### config.mk
export PLATFORM = sky130hd
export DESIGN_NAME = reg_file_read_port
export DESIGN_NICKNAME = d
export VERILOG_FILES = /design/src/rtl/reg_file_read_port.sv
export SDC_FILE = /design/constraint.sdc
export NUM_CORES = 1
export LEC_CHECK = 0
export ABC_CLOCK_PERIOD_IN_PS = 12100
export CORE_ASPECT_RATIO = 1.4
export CORE_MARGIN = 2
export CORE_UTILIZATION = 42
export DETAILED_ROUTE_END_ITERATION = 6
export HOLD_SLACK_MARGIN = 0.02
export PLACE_DENSITY = 0.61
export SYNTH_ARGS = -nofsm -noshare
export SYNTH_HDL_FRONTEND = slang
export SYNTH_SLANG_ARGS = --single-unit
### constraint.sdc
create_clock -name clk -period 12.1 [get_ports clk]
set_clock_uncertainty 0.15 [all_clocks]
set_input_delay 2.42 -clock clk [delete_from_list [all_inputs] [get_ports clk]]
set_output_delay 2.42 -clock clk [all_outputs]
set_load 0.01 [all_outputs]
### src/rtl/reg_file_read_port.sv
// reg_file_read_port: register file with two combinational read ports, per-register
// pending-write counters and RAW stall generation. Optional macro: REG_FILE_BYPASS_EN.
`default_nettype none

module reg_file_read_port #(
  parameter int DATA_W   = 24,
  parameter int NUM_REGS = 8,
  parameter int ADDR_W   = 3,
  parameter int PEND_W   = 2
) (
  input  logic              clk,
  input  logic              rst,
  input  logic              wr_en,
  input  logic [ADDR_W-1:0] wr_addr,
  input  logic [DATA_W-1:0] wr_data,
  input  logic              issue_en,
  input  logic [ADDR_W-1:0] issue_dst,
  output logic              issue_ready,
  input  logic [ADDR_W-1:0] rd_addr_a,
  input  logic [ADDR_W-1:0] rd_addr_b,
  input  logic              rd_en_a,
  input  logic              rd_en_b,
  output logic [DATA_W-1:0] rd_data_a,
  output logic [DATA_W-1:0] rd_data_b,
  output logic              stall
);

  localparam logic [PEND_W-1:0] PEND_MAX = {PEND_W{1'b1}};

  logic [DATA_W-1:0]   regs [NUM_REGS];
  logic [PEND_W-1:0]   pend [NUM_REGS];
  logic [NUM_REGS-1:0] inc;
  logic [NUM_REGS-1:0] dec;
  logic                hit_a;
  logic                hit_b;
  logic                hz_a;
  logic                hz_b;

  assign issue_ready = rst | (pend[issue_dst] != PEND_MAX);

  always_comb begin
    inc = '0;
    dec = '0;
    for (int r = 0; r < NUM_REGS; r++) begin
      inc[r] = issue_en & issue_ready & (issue_dst == ADDR_W'(r));
      dec[r] = wr_en & (wr_addr == ADDR_W'(r)) & (pend[r] != '0);
    end
  end

  always_ff @(posedge clk or posedge rst) begin
    if (rst) begin
      for (int r = 0; r < NUM_REGS; r++) begin
        regs[r] <= '0;
        pend[r] <= '0;
      end
    end else begin
      for (int r = 0; r < NUM_REGS; r++) begin
        if (wr_en && (wr_addr == ADDR_W'(r)))
          regs[r] <= wr_data;
        // Simultaneous issue and retire cancel out; the counter stays put.
        if (inc[r] && !dec[r])
          pend[r] <= pend[r] + PEND_W'(1);
        else if (dec[r] && !inc[r])
          pend[r] <= pend[r] - PEND_W'(1);
      end
    end
  end

`ifdef REG_FILE_BYPASS_EN
  assign hit_a = wr_en & ~rst & (wr_addr == rd_addr_a);
  assign hit_b = wr_en & ~rst & (wr_addr == rd_addr_b);
  assign rd_data_a = rst ? '0 : (hit_a ? wr_data : regs[rd_addr_a]);
  assign rd_data_b = rst ? '0 : (hit_b ? wr_data : regs[rd_addr_b]);
`else
  // Without forwarding, a landing write-back does not retire the hazard this cycle.
  assign hit_a = 1'b0;
  assign hit_b = 1'b0;
  assign rd_data_a = rst ? '0 : regs[rd_addr_a];
  assign rd_data_b = rst ? '0 : regs[rd_addr_b];
`endif

  assign hz_a  = rd_en_a & (pend[rd_addr_a] > {{(PEND_W-1){1'b0}}, hit_a});
  assign hz_b  = rd_en_b & (pend[rd_addr_b] > {{(PEND_W-1){1'b0}}, hit_b});
  assign stall = ~rst & (hz_a | hz_b);

endmodule

`default_nettype wire

Word-level counts from Yosys, hierarchy flattened:

Cells that the tools add are included.

* logic and storage cells: 177
* register bits: 208
* input port bits: 42
* output and inout bits: 50

* bitwise gates (word level): 34
* magnitude comparators: 5
* add/subtract/negate cells: 16
* multiplexer cells: 33
* reductions and logical operators: 58
* eq/ne operators: 15

Operators with widths (number)
* $bmux 24 s3: 2
* $mux 24: 6
* $mux 2: 22
* $reduce_bool 2->1: 16
* $and 1x1->1: 28
* $eq 3x3->1 const B: 8
* $logic_and 1x1->1: 24
* $bmux 2 s3: 3
* $add 2x1->2 const B: 8
* $logic_not 1->1: 16
* $sub 2x1->2 const B: 8
* $eq 3x2->1 const B: 4
* $ge 4x4->1 const B: 3
* $not 3->4: 3
* $eq 3x1->1 const B: 2
* $logic_not 3->1: 2
* $gt 2x1->1 const B: 2
* $ne 2x2->1 const B: 1
* $or 1x1->1: 2
* $not 1->1: 1

Depth between registers and ports, before layout:

* word-level depth: 12
* depth in mapped cells: 9
* depth with buffers taken out: 8

Worst setup path after synthesis:

OpenSTA, ideal clock, no wires.

* kind: input-to-output
* from: input port rst
* to: output port stall
* arrival: 7.527 ns
* path buffers: 1
* path slack: 2.003 ns
* stages on the path: 4
* required time: 9.530 ns
* path through: clkbuf_1 > inv_1 > nand2_1 > o32ai_2

* longest elaborated chain between the ends: 2

RTL lines
* from (decl): RTL line 12 `input logic rst,`
* $not 1->1: RTL line 84 `assign stall = ~rst & (hz_a | hz_b);`
* $and 1x1->1: RTL line 84
* to (decl): RTL line 25 `output logic stall`

No other way between the ends.

Worst setup path in the final report:

* from: input port rd_addr_b[0]
* to: output port stall

* longest elaborated chain between the ends: 8

RTL lines
* from (decl): RTL line 20 `input logic [ADDR_W-1:0] rd_addr_b,`
* $not 3->4 (not written as such): RTL line 83 `assign hz_b = rd_en_b & (pend[rd_addr_b] > {{(PEND_W-1){1'b0}}, hit_b});`
* $bmux 2 s3: RTL line 83
* $mux 2 (not written as such) (2 in series): RTL line 83
* $gt 2x1->1: RTL line 83
* $and 1x1->1: RTL line 83
* $or 1x1->1: RTL line 84
* $and 1x1->1: RTL line 84

No other way between the ends. The select of a mux whose other input is x is not followed.

==> summary.md <==
| Metric | Value |
|---|---|
| Status | finished, final reports clean |
| Cts hold-fix bufs | 0 |
| Final Instance Area | 13200 sq um |
| CTS tree | yes |
| Diodes inserted | 0 |
| Top post-synthesis cells by count | dfrtp_1 (208), mux2_2 (191), mux4_2 (100) |
| Die Span Y | 198 microns |
| Setup Buffers After CTS | 0 |
| Core box area | 26700 sq um |
| Static Leak | 5.44 nW |
| Post-synthesis cell count | 754 |
| Largest net degree at the start of global routing | 128 |
| Mean number of vias per cell | 5.88 |
| Pre-CTS WS | 4450 ps |
| Critical Path Stages | 6 |
| Max-cap check violation count | 0 |
| Crit-path cells | buf_4 -> buf_4 -> mux4_2 -> mux2_2 -> o32ai_2 -> clkdlybuf4s50_1 |
| Seq cells post-synth | 208 |
| Post-route core utilization | 0.496 |
| Final WS setup | 4530 ps |
| Synth cell types | 35 |
| Synth-to-Final Area Change | 16.8% |
| DRC | 0 |
| Grt total ovfl | 0 |
| GPL Wtd Cong | 0.768 |
| Top-count cell post-synth | dfrtp_1 |
| I/O pin count | 92 |
| EDFF count, synth | 0 |
| Async set-reset flop share out of synthesis | 1.00 |
| Routed WL per cell | 23.8 microns |
| Highest-delay cell along the critical path | buf_4 |
| Critical Path End Type | output pin |
| Via count | 6906 |
| First-pass GRT wire length | 44600 microns |
| Main area contributors after synthesis | dfrtp_1 (46%), mux4_2 (20%), mux2_2 (19%) |
| Mapped cell area | 11300 sq um |
| Sink Count | 208 |
| Final Cycle Share | 0.626 |
| Nets | 880 |
| Buffers and inverters on the worst path | 3 |
| Critical path type | input pin to output pin |
| CP max stage delay | 600 ps |
| Final hold vios | 0 |
| Yosys Warn Count | 0 |
| Die Footprint | 28300 sq um |
| Clock Tree Root | clkbuf_16 |
| DRT Pass-1 Iters | 4 |
| Initial Util | 0.424 |
| Global Route Usage Sum | 0.205 |
| Main synth FF type | dfrtp_1 |
| Mapped Nets | 804 |
| Min cycle time layout | 7570 ps |
| Post-DP HPWL | 16300 microns |
| Initial antenna violation count | 0 |
| Worst-Margin Slew | 1140 ps |
| Placed cell area | 12400 sq um |
| Cell family contributing the most delay on the critical path | buffers and inverters |
| CP dominant cell by count | buf_4 |
| Port-buffer cells | 91 |
| Resize count post-CTS | 0 |
| Area leader, netlist | dfrtp_1 |
| H-tree Lvls | 1 |
| Post-synthesis sequential area ratio | 0.460 |
| Share of cells above drive strength 1 | 0.423 |
| CP Launch Type | input pin |
| Clk buf depth | 3 |
| Arrival time at the worst endpoint | 5000 ps |
| DRT iter0 DRCs | 240 |
| Synth top area share | 0.460 |
| Row count | 71 |
| Final cell count without fillers | 1174 |
| PD cells | 175 nW/um^2 |
| Maximum vdd drop | 0.0000970 V |
| Slew Limit Fails | 0 |
| Total power | 2.31 mW |
| Final wirelength | 27900 microns |
| Syn Area/Cell | 15.0 sq um |
| Vias in the first global route | 7911 |
| Final ANT Viol Nets | 0 |
| # setup viols final | 0 |
| Post-route setup TNS | 0 ps |
| Hold Path Cell Cnt | 1 |
| Fmax | 132 MHz |
| CP required | 9530 ps |
| Critical-path maximum fanout | 28 |
| Max_slew headroom | 0.239 |
| Worst hold slack | 356 ps |
| Worst skew pair latency | 510 ps |
| Die Wd | 143 microns |
| Placed cell count | 1133 |
| R2r worst-path depth | 8 |
| Hold Crit Class | flop to flop |
| Number of buffers created by CTS | 23 |
| Unrepaired setup endpoints after global routing | no |
| Worst-path clk slew | 60 ps |
-- where the power goes --
part           internal [mW]  leakage [nW]  switching [mW]
clock                  0.429         0.384           0.283
sequential             0.866          2.49           0.138
combinational          0.367          2.56           0.222
total                   1.66          5.44           0.643
-- routing by layer --
layer	vias up	global-route usage	part of all wire
met3	41	0.0266	0.034
met2	143	0.377	0.54
met4	0	0.0598	0.022
li1	3004	-	-
met5	-	0	0
met1	3718	0.252	0.40
-- worst reg2reg max path, delay by kind of cell, from the launching register on --
| kind | cells | cell delay, ps |
|---|---|---|
| adder cells (fa/ha/maj) | 1 | 190 |
| AO/OA/AOI/OAI | 2 | 370 |
| flip-flops | 1 | 430 |
| XOR/XNOR | 2 | 300 |
| AND/OR/NAND/NOR | 3 | 430 |
-- sequential cells by signal, indices dropped and copies added, names as in the netlist --
name  cells
regs    192
pend     16
-- cell families after synthesis --
group / synth area share
simple gates: 0.0417
fa+ha+maj: 0.00885
buf+inv: 0.0260
compound gates: 0.00730
xor+xnor: 0.0186
flops: 0.460
mux: 0.437
-- layout by cell type (no fill, tap or decap), types with 2 or more instances in the layout --
cell type / instances
a21oi_1: 2
buf_2: 5
buf_4: 16
bufinv_16: 2
clkbuf_1: 4
clkbuf_16: 23
clkbuf_8: 6
clkdlybuf4s50_1: 84
clkinv_2: 4
dfrtp_1: 208
ha_1: 8
inv_6: 2
mux2_1: 3
mux2_2: 191
mux2i_1: 48
mux4_2: 100
nand2_1: 9
nand2b_1: 5
nand3_1: 4
nand4b_1: 2
nor2_1: 68
nor2b_1: 3
nor3_4: 2
o21ai_0: 8
or2_2: 3
xnor2_1: 8
xor2_1: 16
-- cell type report --
type | instances | area [sq um]
Multi-Input combinational cell | 490 | 5820
Inverter | 2 | 15.0
Sequential cell | 208 | 5200
Fill cell | 2285 | 13400
Clock inverter | 8 | 97.6
Timing Repair Buffer | 105 | 986
Clock buffer | 33 | 673
Tap cell | 328 | 410
-- path summary, 6_finish.rpt --
path / slack, ps / start / endpoint
worst max-delay path: 4530 / rd_addr_b[0] / stall
worst min-delay path: 360 / pend[5] / pend[5]
worst max register to register: 10150 / pend[6] / pend[3]
worst min register to register: 360 / pend[5] / pend[5]
max in group asynchronous: 7750 / rst / regs[132]
min in group asynchronous: 2320 / rst / regs[88]
Power figures use the tool's default switching activity.
==> RTL change 1 (same settings) <==
Set the parameter `PEND_W` to 3 (it was 2).
--- a/src/rtl/reg_file_read_port.sv
+++ b/src/rtl/reg_file_read_port.sv
@@ -8,3 +8,3 @@
   parameter int ADDR_W   = 3,
-  parameter int PEND_W   = 2
+  parameter int PEND_W   = 3
 ) (
Function: changed (Yosys sat finds a counterexample within 4 cycles, from zero or initial values and one cycle with rst high).
==> RTL change 1 against the unedited design <==
  * Die area increased by 7.1%
  * Via count is 7.0% higher
  * Design area up 6.2%
  * Total power grew 7.4%
  * Synthesized area rose by 7.2%
  * Count of clock-buffer cells in the layout is 3 lower
  * Clock power up 11%
  * Sequential cell count grew 8
  * Synthesized cell count rose by 10%
  * Register-to-register slack got worse by 780 ps
  * Combinational power increased by 5.4%
  * Setup slack got worse by 130 ps
  * Critical path depth unchanged
  * Wire length rose by 5.2%
  * Largest cell class unchanged
==> RTL change 1: results (changes against the unedited design) <==
Min-Delay Startpoint=pend[8]; clock-cell share of area=6.047% (+0.21 points); routed wire length=29340 um (+5.2%); mux share of post-synthesis cell area=39.79% (-3.9 points); Multi-input comb cells=544 (+11%); FF-to-FF End=pend[11]; clock buf count=30 (-9.1%); DRT iter0 DRCs=369 (+54%); fraction of area in multi-input gates=44.72% (+0.66 points); Crit path arrival time=5130 ps (+130 ps); Total GRT Usage=20.29% (-0.25 points); Vias/cell=5.712 (-2.9%); non-clock inverter count=13 (+11); Multi-input gate area=0.006275 mm^2 (+7.8%); CP max stage delay=930 ps (+330 ps); Worst R2R Setup Slack=9370 ps (-780 ps); Post-Place Cell Area=0.01318 mm^2 (+6.0%); Yosys cell types=53 (+51%); HPWL after detailed placement=16450 um (+0.76%); Final nets=960 (+9.1%); FF-to-FF Start=pend[4]; Max VDD drop=0.1008 mV (+3.9%); status=complete, no violations; placed cell count=1251 (+10%); share of cells above drive strength 1=40.15% (-2.2 points); xor/xnor share of the synthesized area=1.734% (-0.13 points); Seq/Total Area, Yosys=44.58% (-1.5 points); CP endpoint=rd_data_b[9]; Post-Synthesis Cell Area=0.01213 mm^2 (+7.2%); Setup crit start=rd_addr_b[2]; first-pass GRT wire length=47010 um (+5.3%); Largest regs=regs (192), pend (24); Synth Instances=833 (+10%); R2R cell count=9 (+1); Post-Synthesis Net Count=891 (+11%); Clock Path Buffers=3 (unchanged); RePlAce Congestion=0.7812 (+1.7%); Synth Area in Adders=2.146% (+1.3 points); CTS buffer count=24 (+4.3%); crit path time final=7704 ps (+133.7 ps); Compound-Gate Fraction of Synth Area=2.580% (+1.8 points); pin count of the biggest net entering global routing=84 (-34%); Area contributors post-synth=dfrtp_1 45%, mux4_2 18%, mux2_2 15%; Worst Hold End=pend[8]; fraction of area in registers=38.53% (-0.89 points); number of fill cells in the layout=2497 (+9.3%); critical path's slowest cell=inv_1; Skew-Pair Late Insertion Delay=530 ps (+20 ps); Commonest cells post-synth=216 x dfrtp_1, 157 x mux2_2, 96 x mux4_2; number of global-route vias before repair=7908 (-0.038%); #FFs+latches synth=216 (+3.8%); internal power=1.779 mW (+7.0%); hold_ws=345.0 ps (-10.98 ps); Non-Clock Buffer Count=103 (-1.9%); Signal buf overhead=6.956% (-0.51 points); Slew HR=19.48% (-4.5 points); wire per inst=22.67 um (-4.6%); Pleak=5.779 nW (+6.3%)
## RTL change 1: cell types whose count changed after synthesis, sizes merged, moves of 4 or more
cell,change
nand2,+44
nor2,-33
a21oi,+25
mux2i,-22
inv,+11
dfrtp,+8
fa,+8
nor3,+7
mux2,+6
mux4,-5
buf,+4
o31ai,+4
## RTL change 1: power groups by stage
stage | Sequential, mW | Clock, mW | Combinational [mW]
finish | 1.07 | 0.789 | 0.621
global route | 1.10 | 0.839 | 0.680
detailed placement | 1.07 | 0 | 0.629
CTS | 1.06 | 0.810 | 0.630
floorplan | 1.03 | 0 | 0.481
global placement | 1.07 | 0 | 0.617
## RTL change 1: per-layer routing
layer,wire [um],track usage (%)
met1,12530,26.78
met2,14780,35.15
met3,1436,2.673
met4,589,5.838
met5,0,0
## RTL change 1: worst max-delay path: cells and delay by family
kind | cells | cell delay [ps]
buffers and inverters | 4 | 2210
AO/OA/AOI/OAI | 1 | 360
AND/OR/NAND/NOR | 1 | 110
==> RTL change 2 (config.mk and constraints unchanged) <==
Without the edit above. Add a define of `REG_FILE_BYPASS_EN`.
--- a/src/rtl/reg_file_read_port.sv
+++ b/src/rtl/reg_file_read_port.sv
@@ -3,2 +3,4 @@
 `default_nettype none
+
+`define REG_FILE_BYPASS_EN
 
Function: changed (a bounded check fails within 4 cycles, from zero or initial values and one cycle with rst high).
==> RTL change 2 against the unedited design <==
  * Count of clock-buffer cells in the layout down 2
  * Total power up 2.6%
  * Combinational power up 3.6%
  * Synthesized area up 6.8%
  * Wire length up 5.3%
  * Largest cell class unchanged
  * Synthesized cell count up 13%
  * Critical path type unchanged
  * Clock power up 4.2%
  * Hold slack better by 13 ps
  * Design area up 5.1%
  * Sequential cell count unchanged
  * Setup slack worse by 310 ps
==> RTL change 2: results (changes against the unedited design) <==
status=complete, no violations; share of cells above drive strength 1=40.11% (-2.2 points); number of fill cells in the layout=2493 (+9.1%); initial antenna violation count=1 (+1); Post-Place Cell Area=0.01308 mm^2 (+5.2%); RePlAce Congestion=0.7590 (-1.2%); Synth Instances=854 (+13%); Crit path arrival time=5310 ps (+310 ps); Commonest cells post-synth=208 x dfrtp_1, 191 x mux2_2, 103 x mux4_2; Worst R2R Setup Slack=10120 ps (-30 ps); Final nets=951 (+8.1%); Vias/cell=5.764 (-2.0%); Post-Synthesis Net Count=906 (+13%); number of global-route vias before repair=7884 (-0.34%); Pleak=5.625 nW (+3.5%); CP max FO=38 (+36%); DRT iter0 DRCs=434 (+81%); Min-Delay Startpoint=regs[29]; FF-to-FF Start=pend[10]; Area contributors post-synth=dfrtp_1 43%, mux4_2 19%, mux2_2 18%; R2R cell count=7 (-1); Max VDD drop=0.09946 mV (+2.5%); Final Instance Count excl. Fillers=1291 (+10%); Least-Margin Pin Slew=895.5 ps (-242.6 ps); Worst Hold End=regs[29]; CP max stage delay=640 ps (+40 ps); routed wire length=29360 um (+5.3%); first-pass GRT wire length=46140 um (+3.4%); Overall Power=2.365 mW (+2.6%); pin count of the biggest net entering global routing=117 (-8.6%)
-- RTL change 2: final cells by class --
class / count / area [um^2] / share of cell area, %
multi-input combinational: 551 / 6344 / 45.71
sequential: 208 / 5205 / 37.50
timing repair buffer: 111 / 1036 / 7.465
clock buffer: 31 / 645.6 / 4.652
tap: 375 / 469.2 / 3.381
clock inverter: 10 / 153.9 / 1.109
inverter: 4 / 22.52 / 0.1623
antenna: 1 / 2.502 / 0.01803
-- RTL change 2: where the power goes --
part	leakage [nW]	switching [mW]	internal (mW)
clock	0.398	0.283	0.459
sequential	2.49	0.146	0.866
combinational	2.73	0.227	0.384
total	5.63	0.656	1.71
-- RTL change 2: per-layer routing --
layer	part of all wire, %	global-route usage [%]	vias up
li1	-	-	3332
met1	44	26.17	3972
met2	51	35.08	112
met3	3.4	2.584	25
met4	1.2	3.777	0
met5	0	0	-
-- RTL change 2: how the worst max path moves through the flow --
stage,start,end
finish,rd_addr_a[1],stall
global route,rst,rd_data_a[16]
CTS,rd_addr_a[1],stall
detailed placement,rd_addr_a[1],stall
global placement,rd_addr_a[1],stall
floorplan,rst,rd_data_a[17]
-- RTL change 2: metrics by stage --
stage / hold WS, ps / utilization, % / worst slack [ps]
CTS: 373.5 / 49.01 / 4170
detailed placement: 356.7 / 46.18 / 4160
global placement: 340.8 / 46.18 / 4250
finish: 368.9 / 49.01 / 4221
global route: 388.4 / 49.01 / 3992
floorplan: 321.2 / - / 3186
-- RTL change 2: cell families (layout without fill, tap and decap cells) --
logic type / after synthesis / in the layout / share of synthesized area (%)
mux: 349 / 349 / 41.60
flops: 208 / 208 / 43.12
compound gates: 118 / 118 / 5.203
buf+inv: 95 / 156 / 4.384
simple gates: 44 / 44 / 2.477
xor+xnor: 30 / 30 / 2.177
fa+ha+maj: 10 / 10 / 1.036
other cells: 0 / 1 / 0
